[config.mk]
export PLATFORM = sky130hd
export DESIGN_NAME = fp_result_commit
export DESIGN_NICKNAME = d
export VERILOG_FILES = /design/src/rtl/fp_result_commit.sv
export SDC_FILE = /design/constraint.sdc
export NUM_CORES = 1
export LEC_CHECK = 0
export ABC_AREA = 0
export BUFFER_PORTS_ARGS = -buffer_cell sky130_fd_sc_hd__buf_4
export CAP_MARGIN = 20
export CORE_MARGIN = 2
export CORE_UTILIZATION = 40
export CTS_CLUSTER_DIAMETER = 30
export DETAILED_ROUTE_END_ITERATION = 12
export SYNTH_ARGS = -nofsm -noshare
export SYNTH_HDL_FRONTEND = slang
export SYNTH_SLANG_ARGS = --single-unit
[constraint.sdc]
create_clock -name clk -period 3.1 [get_ports clk]
set_input_delay 0.465 -clock clk [delete_from_list [all_inputs] [get_ports clk]]
set_output_delay 0.465 -clock clk [all_outputs]
set_load 0.01 [all_outputs]
[src/rtl/fp_result_commit.sv]
// ----------------------------------------------------------------------------
// fp_result_commit
//   Commit stage behind the FP arithmetic units. Results arrive through a
//   valid/ready handshake. They are held in a 2-entry in-order FIFO and are
//   written to the FP register file through a shared write port. A
//   higher-priority writer can take that port for a cycle by raising rf_busy.
//   The block also keeps sticky overflow/underflow/invalid flags. These flags
//   are updated only when a result commits.
//
// Ports
//   clk, rst_n            : clock; asynchronous active-low reset
//   in_valid / in_ready   : input handshake (in_ready is pending < 2)
//   in_result             : IEEE-754 single-precision result
//   in_overflow           : overflow flag from the FP unit
//   in_underflow          : underflow flag from the FP unit
//   in_dest               : destination FP register index
//   rf_busy               : write port taken by a higher-priority writer
//   rf_we/rf_waddr/rf_wdata : RF write port (combinational from FIFO head)
//   flag_clr              : software clear of the sticky flags
//   sticky_ovf/unf/inv    : sticky exception flags
//   pending               : number of buffered entries (0..2)
//   busy                  : pending != 0
// ----------------------------------------------------------------------------
module fp_result_commit #(
    parameter int          DEPTH = 2,
    parameter logic [31:0] QNAN  = 32'h7FC0_0000
) (
    input  logic        clk,
    input  logic        rst_n,
    input  logic        in_valid,
    output logic        in_ready,
    input  logic [31:0] in_result,
    input  logic        in_overflow,
    input  logic        in_underflow,
    input  logic [4:0]  in_dest,
    input  logic        rf_busy,
    output logic        rf_we,
    output logic [4:0]  rf_waddr,
    output logic [31:0] rf_wdata,
    input  logic        flag_clr,
    output logic        sticky_ovf,
    output logic        sticky_unf,
    output logic        sticky_inv,
    output logic [1:0]  pending,
    output logic        busy
);

    // A NaN has an all-ones exponent. Take that exponent field from the
    // canonical NaN the units emit.
    localparam logic [7:0] EXP_MAX = QNAN[30:23];
    localparam logic [1:0] FULL    = 2'(DEPTH);

    logic [31:0] r_res  [DEPTH];
    logic        r_ovf  [DEPTH];
    logic        r_unf  [DEPTH];
    logic [4:0]  r_dest [DEPTH];
    logic        r_wptr;
    logic        r_rptr;
    logic [1:0]  r_pending;
    logic        r_sticky_ovf;
    logic        r_sticky_unf;
    logic        r_sticky_inv;

    logic        w_accept;
    logic        w_commit;
    logic        w_invalid;
    logic [31:0] w_head_res;

    // in_ready depends only on the registered count. This keeps rf_busy from
    // reaching the upstream handshake combinationally.
    assign in_ready   = (r_pending != FULL);
    assign w_accept   = in_valid && in_ready;
    // There is no bypass. An empty FIFO never commits, even if a result is
    // arriving in the same cycle.
    assign w_commit   = (r_pending != 2'd0) && !rf_busy;
    assign w_head_res = r_res[r_rptr];
    assign w_invalid  = (w_head_res[30:23] == EXP_MAX) && (w_head_res[22:0] != 23'd0);

    // The write port is driven to zero when idle. This avoids showing stale
    // head data on the shared bus.
    assign rf_we      = w_commit;
    assign rf_waddr   = w_commit ? r_dest[r_rptr] : 5'd0;
    assign rf_wdata   = w_commit ? w_head_res     : 32'd0;

    assign pending    = r_pending;
    assign busy       = (r_pending != 2'd0);
    assign sticky_ovf = r_sticky_ovf;
    assign sticky_unf = r_sticky_unf;
    assign sticky_inv = r_sticky_inv;

    // FIFO storage
    always_ff @(posedge clk or negedge rst_n) begin
        if (!rst_n) begin
            for (int i = 0; i < DEPTH; i++) begin
                r_res[i]  <= 32'd0;
                r_ovf[i]  <= 1'b0;
                r_unf[i]  <= 1'b0;
                r_dest[i] <= 5'd0;
            end
        end else if (w_accept) begin
            r_res[r_wptr]  <= in_result;
            r_ovf[r_wptr]  <= in_overflow;
            r_unf[r_wptr]  <= in_underflow;
            r_dest[r_wptr] <= in_dest;
        end
    end

    // Pointers and occupancy. The 1-bit pointers wrap on their own.
    always_ff @(posedge clk or negedge rst_n) begin
        if (!rst_n) begin
            r_wptr    <= 1'b0;
            r_rptr    <= 1'b0;
            r_pending <= 2'd0;
        end else begin
            if (w_accept) r_wptr <= ~r_wptr;
            if (w_commit) r_rptr <= ~r_rptr;
            case ({w_accept, w_commit})
                2'b10:   r_pending <= r_pending + 2'd1;
                2'b01:   r_pending <= r_pending - 2'd1;
                default: r_pending <= r_pending;
            endcase
        end
    end

    // Sticky flags. A set from a committing entry wins over a clear in the
    // same cycle. Flags that the commit does not set follow the clear.
    always_ff @(posedge clk or negedge rst_n) begin
        if (!rst_n) begin
            r_sticky_ovf <= 1'b0;
            r_sticky_unf <= 1'b0;
            r_sticky_inv <= 1'b0;
        end else begin
            r_sticky_ovf <= (r_sticky_ovf & ~flag_clr) | (w_commit & r_ovf[r_rptr]);
            r_sticky_unf <= (r_sticky_unf & ~flag_clr) | (w_commit & r_unf[r_rptr]);
            r_sticky_inv <= (r_sticky_inv & ~flag_clr) | (w_commit & w_invalid);
        end
    end

endmodule

* Word-level counts from Yosys, hierarchy flattened
Cells that the tools add are included.
** Storage, ports and cells
- Bits of input ports :: 44
- Word-level logic and storage cells :: 70
- Register bits :: 85
- Output and inout bits :: 45
** Operators by class
- Bitwise operators :: 14
- Add/subtract/negate cells :: 2
- Equality and inequality tests :: 4
- Mux-type cells :: 25
- $lt $le $gt $ge :: 3
- Reductions and logical operators :: 8
** Operators with widths (number)
- $mux W32 :: 5
- $bwmux W64 :: 1
- $demux W32 S1 :: 1
- $mux W5 :: 5
- $reduce_bool A23 Y1 :: 1
- $bwmux W10 :: 1
- $eq A8 B8 Y1 const B :: 1
- $mux W1 :: 7
- $and A1 B1 Y1 :: 6
- $demux W5 S1 :: 1
- $bwmux W2 :: 2
- $ge A2 B2 Y1 const B :: 2
- $logic_and A1 B1 Y1 :: 4
- $not A1 Y2 :: 2
- $pmux W2 S2 :: 1
- $reduce_bool A2 Y1 :: 2
- $not A1 Y1 :: 3
- $or A1 B1 Y1 :: 3
- $add A2 B1 Y2 const B :: 1
- $eq A2 B1 Y1 const B :: 1
- $eq A2 B2 Y1 const B :: 1
- $lt A2 B1 Y1 const B :: 1
- $ne A2 B2 Y1 const B :: 1
- $sub A2 B1 Y2 const B :: 1
- other kinds (2) :: 2

* Depth between registers and ports, before layout
Gate-level depths: netlist of the first run.
- Depth after elaboration :: 8
- Gate-level depth with buffers :: 7
- Depth with buffers taken out :: 6

* Worst setup path before layout of the first run
OpenSTA, ideal clock, no wires.
- Path type :: register to register
- Start :: reg r_pending[1] (netlist: pending[1])
- End :: reg r_pending[1] (netlist: pending[1])
- Slack :: 1259 ps
- Data arrival time :: 1761 ps
- Data required time :: 3020 ps
- Setup time :: 80 ps
- Stages on the path, launching flop included :: 7
- Cells stage by stage :: dfrtp_1 o21bai_1 clkbuf_1 inv_1 ha_1 nor2_1 xor2_1
** Between the ends
- Longest elaborated chain between the ends :: 4
- Elaborated cells on any way between the ends :: 10
- Classes of those cells :: add/sub (2); eq/ne (3); mux (1); reduce/logical (4)
** Ends and longest elaborated chain
- start, declared :: RTL line 59 : logic [1:0] r_pending;
- start signal, assigned :: RTL line 118 : 2'b10: r_pending <= r_pending + 2'd1;
- start signal, assigned :: RTL line 119 : 2'b01: r_pending <= r_pending - 2'd1;
- start signal, assigned :: RTL line 120 : default: r_pending <= r_pending;
- $reduce_bool A2 Y1 (*) :: RTL line 75 : assign w_commit = (r_pending != 2'd0) && !rf_busy;
- $logic_and A1 B1 Y1 (*) :: RTL line 75
- via rf_we :: RTL line 37 : output logic rf_we,
- $eq A2 B1 Y1 or $eq A2 B2 Y1 (tied branches) :: RTL line 117 : case ({w_accept, w_commit})
- $pmux W2 S2 or $reduce_bool A2 Y1 (tied branches)
The timed path passes the listed nets; every way through them passes the cells marked *.
A chain may end at the register's enable or synchronous reset.

* Final worst setup path of the first run
- Start :: reg r_pending[1] (netlist: pending[1])
- End :: out rf_wdata[18]
** Between the ends
- Longest elaborated chain between the ends :: 3
** Ends and longest elaborated chain
- $reduce_bool A2 Y1 :: RTL line 75
- $logic_and A1 B1 Y1 :: RTL line 75
- $mux W32 :: RTL line 83 : assign rf_wdata = w_commit ? w_head_res : 32'd0;
- end, declared :: RTL line 39 : output logic [31:0] rf_wdata,
Every way passes these cells.

==> results of run 1 <==
## stage by stage
stage               hold WS (ps)  cells  util (%)  power, mW
finish                       142    527      51.3       5.26
global route                 190    527      51.3       5.62
CTS                          153    527      51.3       5.34
detailed placement           479    513      49.3       4.50
global placement             468    513      49.3       4.44
floorplan                    169    303         -       3.65
## placed cells by master (no fill, tap or decap), drive strengths merged, types with 2 or more instances in the layout
| cell | count |
|---|---|
| buf | 94 |
| dfrtp | 85 |
| mux2 | 78 |
| nor2 | 41 |
| mux2i | 38 |
| nor4 | 9 |
| clkbuf | 9 |
| nand4 | 4 |
| xnor2 | 4 |
| nand2 | 4 |
| inv | 3 |
| nand2b | 3 |
| nand3 | 3 |
| o22ai | 2 |
| nand4b | 2 |
| bufinv | 2 |
| clkinv | 2 |
## worst max-delay path: stages (launching register included)
cell	delay [ps]
dfrtp_1	480
o21bai_4	600
buf_4	350
nor2_1	100
buf_4	150
## flip-flops by register name, summed over array words and instances (netlist names)
register,flops
r_res,64
sticky_ovf,1
r_ovf,2
sticky_inv,1
r_wptr,1
pending,2
r_rptr,1
sticky_unf,1
r_unf,2
r_dest,10
## kinds of logic after synthesis
| family | share of synthesized area [%] |
|---|---|
| mux | 32.5 |
| simple gates | 8.62 |
| xor+xnor | 1.10 |
| flops | 53.3 |
| fa+ha+maj | 0.314 |
| compound gates | 1.22 |
| buf+inv | 2.95 |
## metal layers
layer	vias up	routed length, um
met5	-	0
met2	70	4130
met4	0	133
met1	1325	4130
li1	1246	-
met3	14	441
## path summary, 6_finish.rpt
| check | start | endpoint | cells after the start |
|---|---|---|---|
| max | pending[1]$_DFFE_PN0P_ | rf_wdata[18] | 4 |
| min | rst_n | r_res[42]$_DFFE_PN0P_ | 1 |
| max reg2reg | pending[0]$_DFFE_PN0P_ | r_res[54]$_DFFE_PN0P_ | 5 |
| min reg2reg | r_dest[8]$_DFFE_PN0P_ | r_dest[8]$_DFFE_PN0P_ | 1 |
| max in group asynchronous | rst_n | pending[0]$_DFFE_PN0P_ | 2 |
| min in group clk | flag_clr | sticky_ovf$_DFF_PN0_ | 2 |
## area by class of cell
class / instances / area (um^2)
Tap cell: 133 / 166
Clock inverter: 5 / 77.6
Clock buffer: 9 / 124
Inverter: 3 / 11.3
Multi-Input combinational cell: 198 / 1760
Sequential cell: 85 / 2130
Timing Repair Buffer: 94 / 731
Fill cell: 900 / 4730
## power by group through the flow
stage | registers, mW | logic (mW) | clock network, mW
final | 2.11 | 2.33 | 0.824
after global routing | 2.20 | 2.53 | 0.893
after CTS | 2.11 | 2.37 | 0.857
after detailed placement | 2.14 | 2.36 | 0
after global placement | 2.11 | 2.33 | 0
after floorplan | 2.00 | 1.65 | 0
==> metrics.csv, run 1 <==
metric,value,unit
status,"finished, final reports clean",
clock_skew,8.51,ps
ys_seq_area_share,53.3,%
use_met1,22.5,%
synth_cell_types,33,
cts_tree,yes,
setup_ws,603,ps
synth_area,3990,um^2
ys.flop_type,dfrtp_1,
path_clk_slew,90,ps
setup_tns,0,ps
internal_power,3.44,mW
syn_area_per_cell,13.2,um^2
power_density,1050,nW/um^2
fin_area,4990,um^2
setup_violations,0,
portBuffers,88,
clkPwrFrac,15.7,%
routed_wl,8830,um
synth_warnings,0,
final_antenna_net_count,0,
fin_nets,436,
r2r_slack,1070,ps
timing.fmax,401,MHz
synthArstFlopShare,100,%
grt_first_pass_wirelength,14500,um
max_cap_viol_count,0,
drc_errors,0,
worstSetupPathType,reg2out,
grt_busiest_layer,met2,
switchingPower,1.83,mW
dpl_cell_area,4790,um^2
grt_overflow_total,0,
place.gp.congestion,0.742,
coreArea,9730,um^2
drive_gt1_share,46.4,%
fp-row-count,36,
dieArea,10800,um^2
cp.required,2630,ps
rsz0062_at_grt,false,
synthesis.nets,348,
cts_setup_buffers,0,
grt_pass1_vias,2856,
start_kind,flop,
end_kind,output pin,
hold_viol,0,
ir_drop,596,uV
syn_to_final_growth,25.2,%
switching_share,34.7,%
power_leakage,2.34,nW
yosys-top-cells-count,"85 x dfrtp_1, 58 x mux2_2, 40 x nor2_1",
avgRoutedWirePerCell,16.8,um
clockBufferDepth,2,
cts_inserted_buffers,9,
grt_max_degree,53,
use_met3,4.39,%
synth_largest_area_cell,dfrtp_1,
ios,89,
cts_resized,0,
die_h,104,um
worst_pin_slew,679,ps
hold_class,in2async,
drt_iter0_markers,75,
pwr-share-comb,44.2,%
synth_seq_cells,85,
arrival,2030,ps
grt_use_met2,26.9,%
start_util,41.0,%
synth.most_common_cell,dfrtp_1,
postSynthCellCount,303,
synth_top_area_share,53.3,%
post-route-min-period,2500,ps
first_pass_iters,4,
maxSlewViolCount,0,
synth_edf_count,0,
finalCritPeriodShare,80.5,%
via_count,2655,
seqPwrFrac,40.2,%
cts_hold_buf,0,
htreeDepth,3,
dp_slack,951,ps
place_hpwl,6070,um
relSlewSlack,54.7,%
clock-sinks,85,
antenna_found_initial,0,
worstPathMaxFanout,25,
antenna_cells,0,
root_buffer,clkbuf_8,
synth_area_leaders,"dfrtp_1 53%, mux2_2 16%, mux2i_1 9.5%",
die_x,104,um
grtUsageTotal,16.9,%
insertion_delay,350,ps
vias_per_cell,5.04,
(Power assumes the default switching activity.)
==> inputs of run 2 (changes only) <==
--- a/config.mk
+++ b/config.mk
@@ -5,7 +5,7 @@
 export SDC_FILE = /design/constraint.sdc
 export NUM_CORES = 1
 export LEC_CHECK = 0
-export ABC_AREA = 0
+export ABC_AREA = 1
 export BUFFER_PORTS_ARGS = -buffer_cell sky130_fd_sc_hd__buf_4
 export CAP_MARGIN = 20
 export CORE_MARGIN = 2
==> constraint.sdc (replaced) <==
create_clock -name clk -period 2.3 [get_ports clk]
set_input_delay 0.345 -clock clk [delete_from_list [all_inputs] [get_ports clk]]
set_output_delay 0.345 -clock clk [all_outputs]
set_load 0.01 [all_outputs]
==> metrics.csv, run 2 <==
metric,value,unit,change
status,"finished, violations left",,"was finished, final reports clean"
violations,hold timing,,
fp-row-count,36,,unchanged
grt_first_pass_wirelength,16100,um,was 14500 um
r2r_cells,7,,was 5
synth_largest_area_cell,dfrtp_1,,unchanged
synth_area_leaders,"dfrtp_1 53%, nand2_1 19%, o21ai_0 6.3%",,"was dfrtp_1 53%, mux2_2 16%, mux2i_1 9.5%"
root_buffer,clkbuf_8,,unchanged
synth_seq_cells,85,,unchanged
arrival,1700,ps,was 2030 ps
max_cap_viol_count,0,,unchanged
synth_warnings,0,,unchanged
rsz0062_at_grt,false,,unchanged
first_pass_iters,4,,unchanged
synth_adder_area_share,0.313,%,was 0.314%
hold_class,in2async,,unchanged
synthesis.nets,564,,was 348
internal_power,3.97,mW,was 3.44 mW
cts_inserted_buffers,9,,unchanged
timing.fmax,488,MHz,
postSynthCellCount,519,,was 303
fin_nets,643,,was 436
synth_edf_count,0,,unchanged
grt_pass1_vias,3296,,was 2856
avgRoutedWirePerCell,12.6,um,was 16.8 um
power_density,1330,nW/um^2,was 1050 nW/um^2
maxSlewViolCount,0,,unchanged
setup_tns,0,ps,unchanged
relSlewSlack,54.8,%,was 54.7%
ios,89,,unchanged
path_clk_slew,90,ps,about the same
ys_seq_area_share,53.2,%,was 53.3%
vias_per_cell,4.63,,was 5.04
final_antenna_net_count,0,,unchanged
grtUsageTotal,18.3,%,was 16.9%
die_x,104,um,about the same
worst_pin_slew,678,ps,was 679 ps
place_hpwl,6210,um,was 6070 um
hold_viol,9,,was 0
clock_skew,11.4,ps,was 8.51 ps
post-route-min-period,2050,ps,
top_register,r_res,,unchanged
synth.area.mux_share,0,%,was 32.5%
clockBufferDepth,2,,unchanged
synth-simple-area-share,22.5,%,was 8.62%
syn_to_final_growth,24.5,%,was 25.2%
antenna_found_initial,0,,unchanged
seqPwrFrac,38.8,%,was 40.2%
cts_resized,0,,unchanged
end_kind,output pin,,unchanged
pwr-share-comb,45.7,%,was 44.2%
report.power.total,6.64,mW,was 5.26 mW
largest_reg_flops,64,,unchanged
antenna_cells,0,,unchanged
synth_compound_area_share,14.1,%,was 1.22%
worstPathMaxFanout,31,,was 25
synthArstFlopShare,100,%,unchanged
finalCritPeriodShare,89.1,%,
start_util,41.1,%,was 41.0%
ir_drop,1050,uV,was 596 uV
switching_share,40.3,%,was 34.7%
coreArea,9730,um^2,unchanged
synth.most_common_cell,nand2_1,,was dfrtp_1
synth_top_family_by_area,simple AND/OR/NAND/NOR gates,,was multiplexers
place.gp.congestion,0.785,,was 0.742
layout_commonest_cell,nand2_1,,was buf_4
worstSetupPathType,reg2out,,unchanged
routed_wl,9280,um,was 8830 um
ys.flop_type,dfrtp_1,,unchanged
cts_tree,yes,,unchanged
mostFrequentLayoutCells,"202 x nand2_1, 92 x buf_4, 85 x dfrtp_1, 55 x inv_1, 50 x o21ai_0",,"was 92 x buf_4, 84 x dfrtp_1, 58 x mux2_2, 40 x nor2_1, 38 x mux2i_1"
yosys-top-cells-count,"202 x nand2_1, 85 x dfrtp_1, 55 x inv_1",,"was 85 x dfrtp_1, 58 x mux2_2, 40 x nor2_1"
syn_area_per_cell,7.71,um^2,was 13.2 um^2
switchingPower,2.68,mW,was 1.83 mW
clock-sinks,85,,unchanged
synth_cell_types,25,,was 33
via_count,3400,,was 2655
portBuffers,88,,unchanged
start_kind,flop,,unchanged
cp.required,1960,ps,was 2630 ps
synth_top_area_share,53.2,%,was 53.3%
grt_max_degree,79,,was 53
insertion_delay,350,ps,about the same
drive_gt1_share,19.6,%,was 46.4%
synth_xor_area_share,0.657,%,was 1.10%
whs,-13.2,ps,was 142 ps
setup_violations,0,,unchanged
drt_iter0_markers,181,,was 75
reg_top3,"r_res: 64 flops, r_dest: 10 flops",,unchanged
drc_errors,0,,unchanged
die_h,104,um,about the same
power_leakage,2.74,nW,was 2.34 nW
clkPwrFrac,15.5,%,was 15.7%
cts_hold_buf,0,,unchanged
htreeDepth,3,,unchanged
nFillCells,993,,was 900
dieArea,10800,um^2,about the same
synth_area,4000,um^2,was 3990 um^2
cts_setup_buffers,0,,unchanged
grt_overflow_total,0,,unchanged
## run 2: power groups by stage
stage	Clock, mW	Sequential, mW	Combinational, mW
floorplan	0	2.52	2.08
global placement	0	2.57	3.03
detailed placement	0	2.59	3.08
CTS	1.07	2.57	3.10
global route	1.14	2.66	3.49
finish	1.03	2.58	3.04
## run 2: layout make-up
class	count	area (um^2)	share of cell area [%]
Multi-Input combinational cell	348	1510	30.3
Tap cell	133	166	3.34
Inverter	58	218	4.37
Sequential cell	85	2130	42.7
Clock inverter	4	48.8	0.979
Timing Repair Buffer	96	771	15.5
Clock buffer	11	141	2.84
## run 2: worst paths after layout
| path | start | to | slack [ps] |
|---|---|---|---|
| max | pending[1]$_DFFE_PN0P_ | rf_wdata[27] | 250 |
| max reg2reg | pending[0]$_DFFE_PN0P_ | r_res[62]$_DFFE_PN0P_ | 540 |
| max in group asynchronous | rst_n | r_res[18]$_DFFE_PN0P_ | 1670 |
| min in group clk | in_result[27] | r_res[59]$_DFFE_PN0P_ | 250 |
| min | rst_n | r_res[12]$_DFFE_PN0P_ | -10 |
| min reg2reg | r_res[3]$_DFFE_PN0P_ | r_res[3]$_DFFE_PN0P_ | 490 |
## run 2: metrics by stage
stage | cells | util [%] | cell area, um^2 | hold slack [ps] | setup WS [ps]
after CTS | 735 | 51.2 | 4980 | 4.43 | 207
after global placement | 720 | 49.3 | 4790 | 398 | 611
after global routing | 735 | 51.2 | 4980 | 17.6 | 115
after detailed placement | 720 | 49.3 | 4790 | 396 | 545
final | 735 | 51.2 | 4980 | -13.2 | 251
after floorplan | 519 | - | 4000 | 49.4 | 405
## run 2: kinds of logic (layout without fill, tap and decap cells)
family	Yosys count	count (layout)
simple gates	233	233
compound gates	111	111
buf+inv	86	169
flops	85	85
xor+xnor	3	3
fa+ha+maj	1	1
## run 2: routing by layer
layer	wire (um)	share of wire, %	vias to the layer above	GRT usage, %
li1	-	-	1768	-
met5	0	0	-	0
met1	4380	47	1542	26.0
met2	4350	47	79	28.4
met4	135	1.5	0	5.69
met3	421	4.5	11	3.76
## run 2: critical path: stages (launching register included)
cell     delay (ps)
dfrtp_1         440
inv_1           110
nand2_1          80
nand2_1          90
buf_4           360
a21oi_1         120
buf_4           170
==> inputs of run 3 (changes only) <==
--- a/config.mk
+++ b/config.mk
@@ -12,6 +12,7 @@
 export CORE_UTILIZATION = 40
 export CTS_CLUSTER_DIAMETER = 30
 export DETAILED_ROUTE_END_ITERATION = 12
+export PLACE_DENSITY = 0.59
 export SYNTH_ARGS = -nofsm -noshare
 export SYNTH_HDL_FRONTEND = slang
 export SYNTH_SLANG_ARGS = --single-unit
==> metrics.csv, run 3 (synthesized netlist as in run 2, its figures left out) <==
metric,value,unit,change
status,"finished, final reports clean",,"was finished, violations left"
mostFrequentLayoutCells,"202 x nand2_1, 92 x buf_4, 85 x dfrtp_1, 55 x inv_1, 50 x o21ai_0",,unchanged
syn_to_final_growth,24.6,%,was 24.5%
layout_commonest_cell,nand2_1,,unchanged
coreArea,9730,um^2,unchanged
antenna_cells,0,,unchanged
setup_tns,0,ps,unchanged
drive_gt1_share,19.9,%,was 19.6%
start_kind,flop,,unchanged
max_stage_delay,410,ps,was 440 ps
top_register,r_res,,unchanged
max_cap_viol_count,0,,unchanged
hold_class,in2reg,,was in2async
grt_overflow_total,0,,unchanged
vias_per_cell,4.62,,was 4.63
routed_wl,9220,um,was 9280 um
cts_hold_buf,1,,was 0
end_kind,output pin,,unchanged
maxSlewViolCount,0,,unchanged
arrival,1770,ps,was 1700 ps
via_count,3404,,was 3400
setup_violations,0,,unchanged
reg_top3,"r_res: 64 flops, r_dest: 10 flops",,unchanged
path_clk_slew,100,ps,was 90 ps
power_density,1330,nW/um^2,about the same
setup_ws,186,ps,was 251 ps
clock-sinks,85,,unchanged
cp.required,1960,ps,about the same
rsz0062_at_grt,false,,unchanged
cts_resized,0,,unchanged
cp_cell_sequence,buf_4 -> or2_2 -> o21ai_0 -> nor2_1 -> buf_4,,was inv_1 -> nand2_1 -> nand2_1 -> buf_4 -> a21oi_1 -> buf_4
pwr-share-comb,46.1,%,was 45.7%
place.gp.congestion,0.771,,was 0.785
cts_inserted_buffers,9,,unchanged
worst_pin_slew,479,ps,was 678 ps
r2r_slack,600,ps,was 540 ps
final_antenna_net_count,0,,unchanged
grt_max_degree,79,,unchanged
cts_setup_buffers,0,,unchanged
insertion_delay,360,ps,was 350 ps
switching_share,41.5,%,was 40.3%
regArea,2130,um^2,unchanged
finalCritPeriodShare,91.9,%,was 89.1%
power_leakage,2.73,nW,was 2.74 nW
dieArea,10800,um^2,unchanged
grt_pass1_vias,3423,,was 3296
die_h,104,um,unchanged
cts_tree,yes,,unchanged
drc_errors,0,,unchanged
die_x,104,um,unchanged
hold_viol,0,,was 9
start_util,41.1,%,unchanged
root_buffer,clkbuf_8,,unchanged
avgRoutedWirePerCell,12.5,um,was 12.6 um
ir_drop,775,uV,was 1050 uV
grt_first_pass_wirelength,16100,um,about the same
worstSetupPathType,reg2out,,unchanged
relSlewSlack,68.1,%,was 54.8%
largest_reg_flops,64,,unchanged
post-route-min-period,2110,ps,was 2050 ps
dp_slack,574,ps,was 545 ps
drt_iter0_markers,168,,was 181
place_hpwl,6160,um,was 6210 um
multiInputGateArea,1510,um^2,unchanged
critical_path_buf_inv_count,2,,was 3
fin_util,51.2,%,about the same
switchingPower,2.74,mW,was 2.68 mW
seqPwrFrac,38.8,%,about the same
first_pass_iters,4,,unchanged
clockBufferDepth,2,,unchanged
antenna_found_initial,0,,unchanged
htreeDepth,3,,unchanged
clock_skew,11.9,ps,was 11.4 ps
crit_family,buffers and inverters,,unchanged
nFillCells,984,,was 993
fp-row-count,36,,unchanged
crit_slowest_cell,dfrtp_1,,unchanged
fin_nets,644,,was 643
crit_path_frequent_cell,buf_4,,
internal_power,3.87,mW,was 3.97 mW
worstPathMaxFanout,42,,was 31
timing.fmax,473,MHz,was 488 MHz
clkPwrFrac,15.1,%,was 15.5%
portBuffers,88,,unchanged
ios,89,,unchanged
grtUsageTotal,18.2,%,was 18.3%
run 3: power groups by stage:
stage / Clock [mW] / Sequential, mW / Combinational (mW)
2_1_floorplan: 0 / 2.52 / 2.08
3_3_place_gp: 0 / 2.58 / 3.03
6_report: 0.996 / 2.57 / 3.05
5_1_grt: 1.09 / 2.66 / 3.52
3_5_place_dp: 0 / 2.59 / 3.08
4_1_cts: 1.02 / 2.57 / 3.09
run 3: area by class of cell:
cell class | count | area share, %
clock buffer | 10 | 2.76
clock inverter | 6 | 0.928
inverter | 58 | 4.37
multi-input combinational | 348 | 30.3
sequential | 85 | 42.7
tap | 133 | 3.34
timing repair buffer | 97 | 15.7
run 3: layer usage:
layer	track usage, %	up-vias	part of all wire (%)
li1	-	1772	-
met1	25.2	1535	49
met2	29.0	87	45
met3	3.63	10	5.2
met4	5.21	0	1.3
met5	0	-	0
run 3: worst min-delay path, stage by stage:
cell	delay, ps
buf_4	110
inv_1	50
o21ai_1	60
run 3: path summary, 6_finish.rpt:
path                                            start               endpoint  cells past startpoint
worst max-delay path               r_rptr$_DFFE_PN0P_           rf_wdata[28]                      5
worst min-delay path                    in_result[22]  r_res[54]$_DFFE_PN0P_                      3
worst max register to register     r_rptr$_DFFE_PN0P_   sticky_inv$_DFF_PN0_                      9
worst min register to register  r_res[33]$_DFFE_PN0P_  r_res[33]$_DFFE_PN0P_                      2
max in group asynchronous                       rst_n  r_res[30]$_DFFE_PN0P_                      3
min in group asynchronous                       rst_n  r_res[40]$_DFFE_PN0P_                      2
run 3: metrics by stage:
step	power, mW	std cells	cell area, um^2	hold WS [ps]
floorplan	4.60	519	4000	49.4
global placement	5.62	720	4790	335
detailed placement	5.67	720	4790	340
CTS	6.68	737	4990	235
global route	7.27	737	4990	238
finish	6.61	737	4990	245
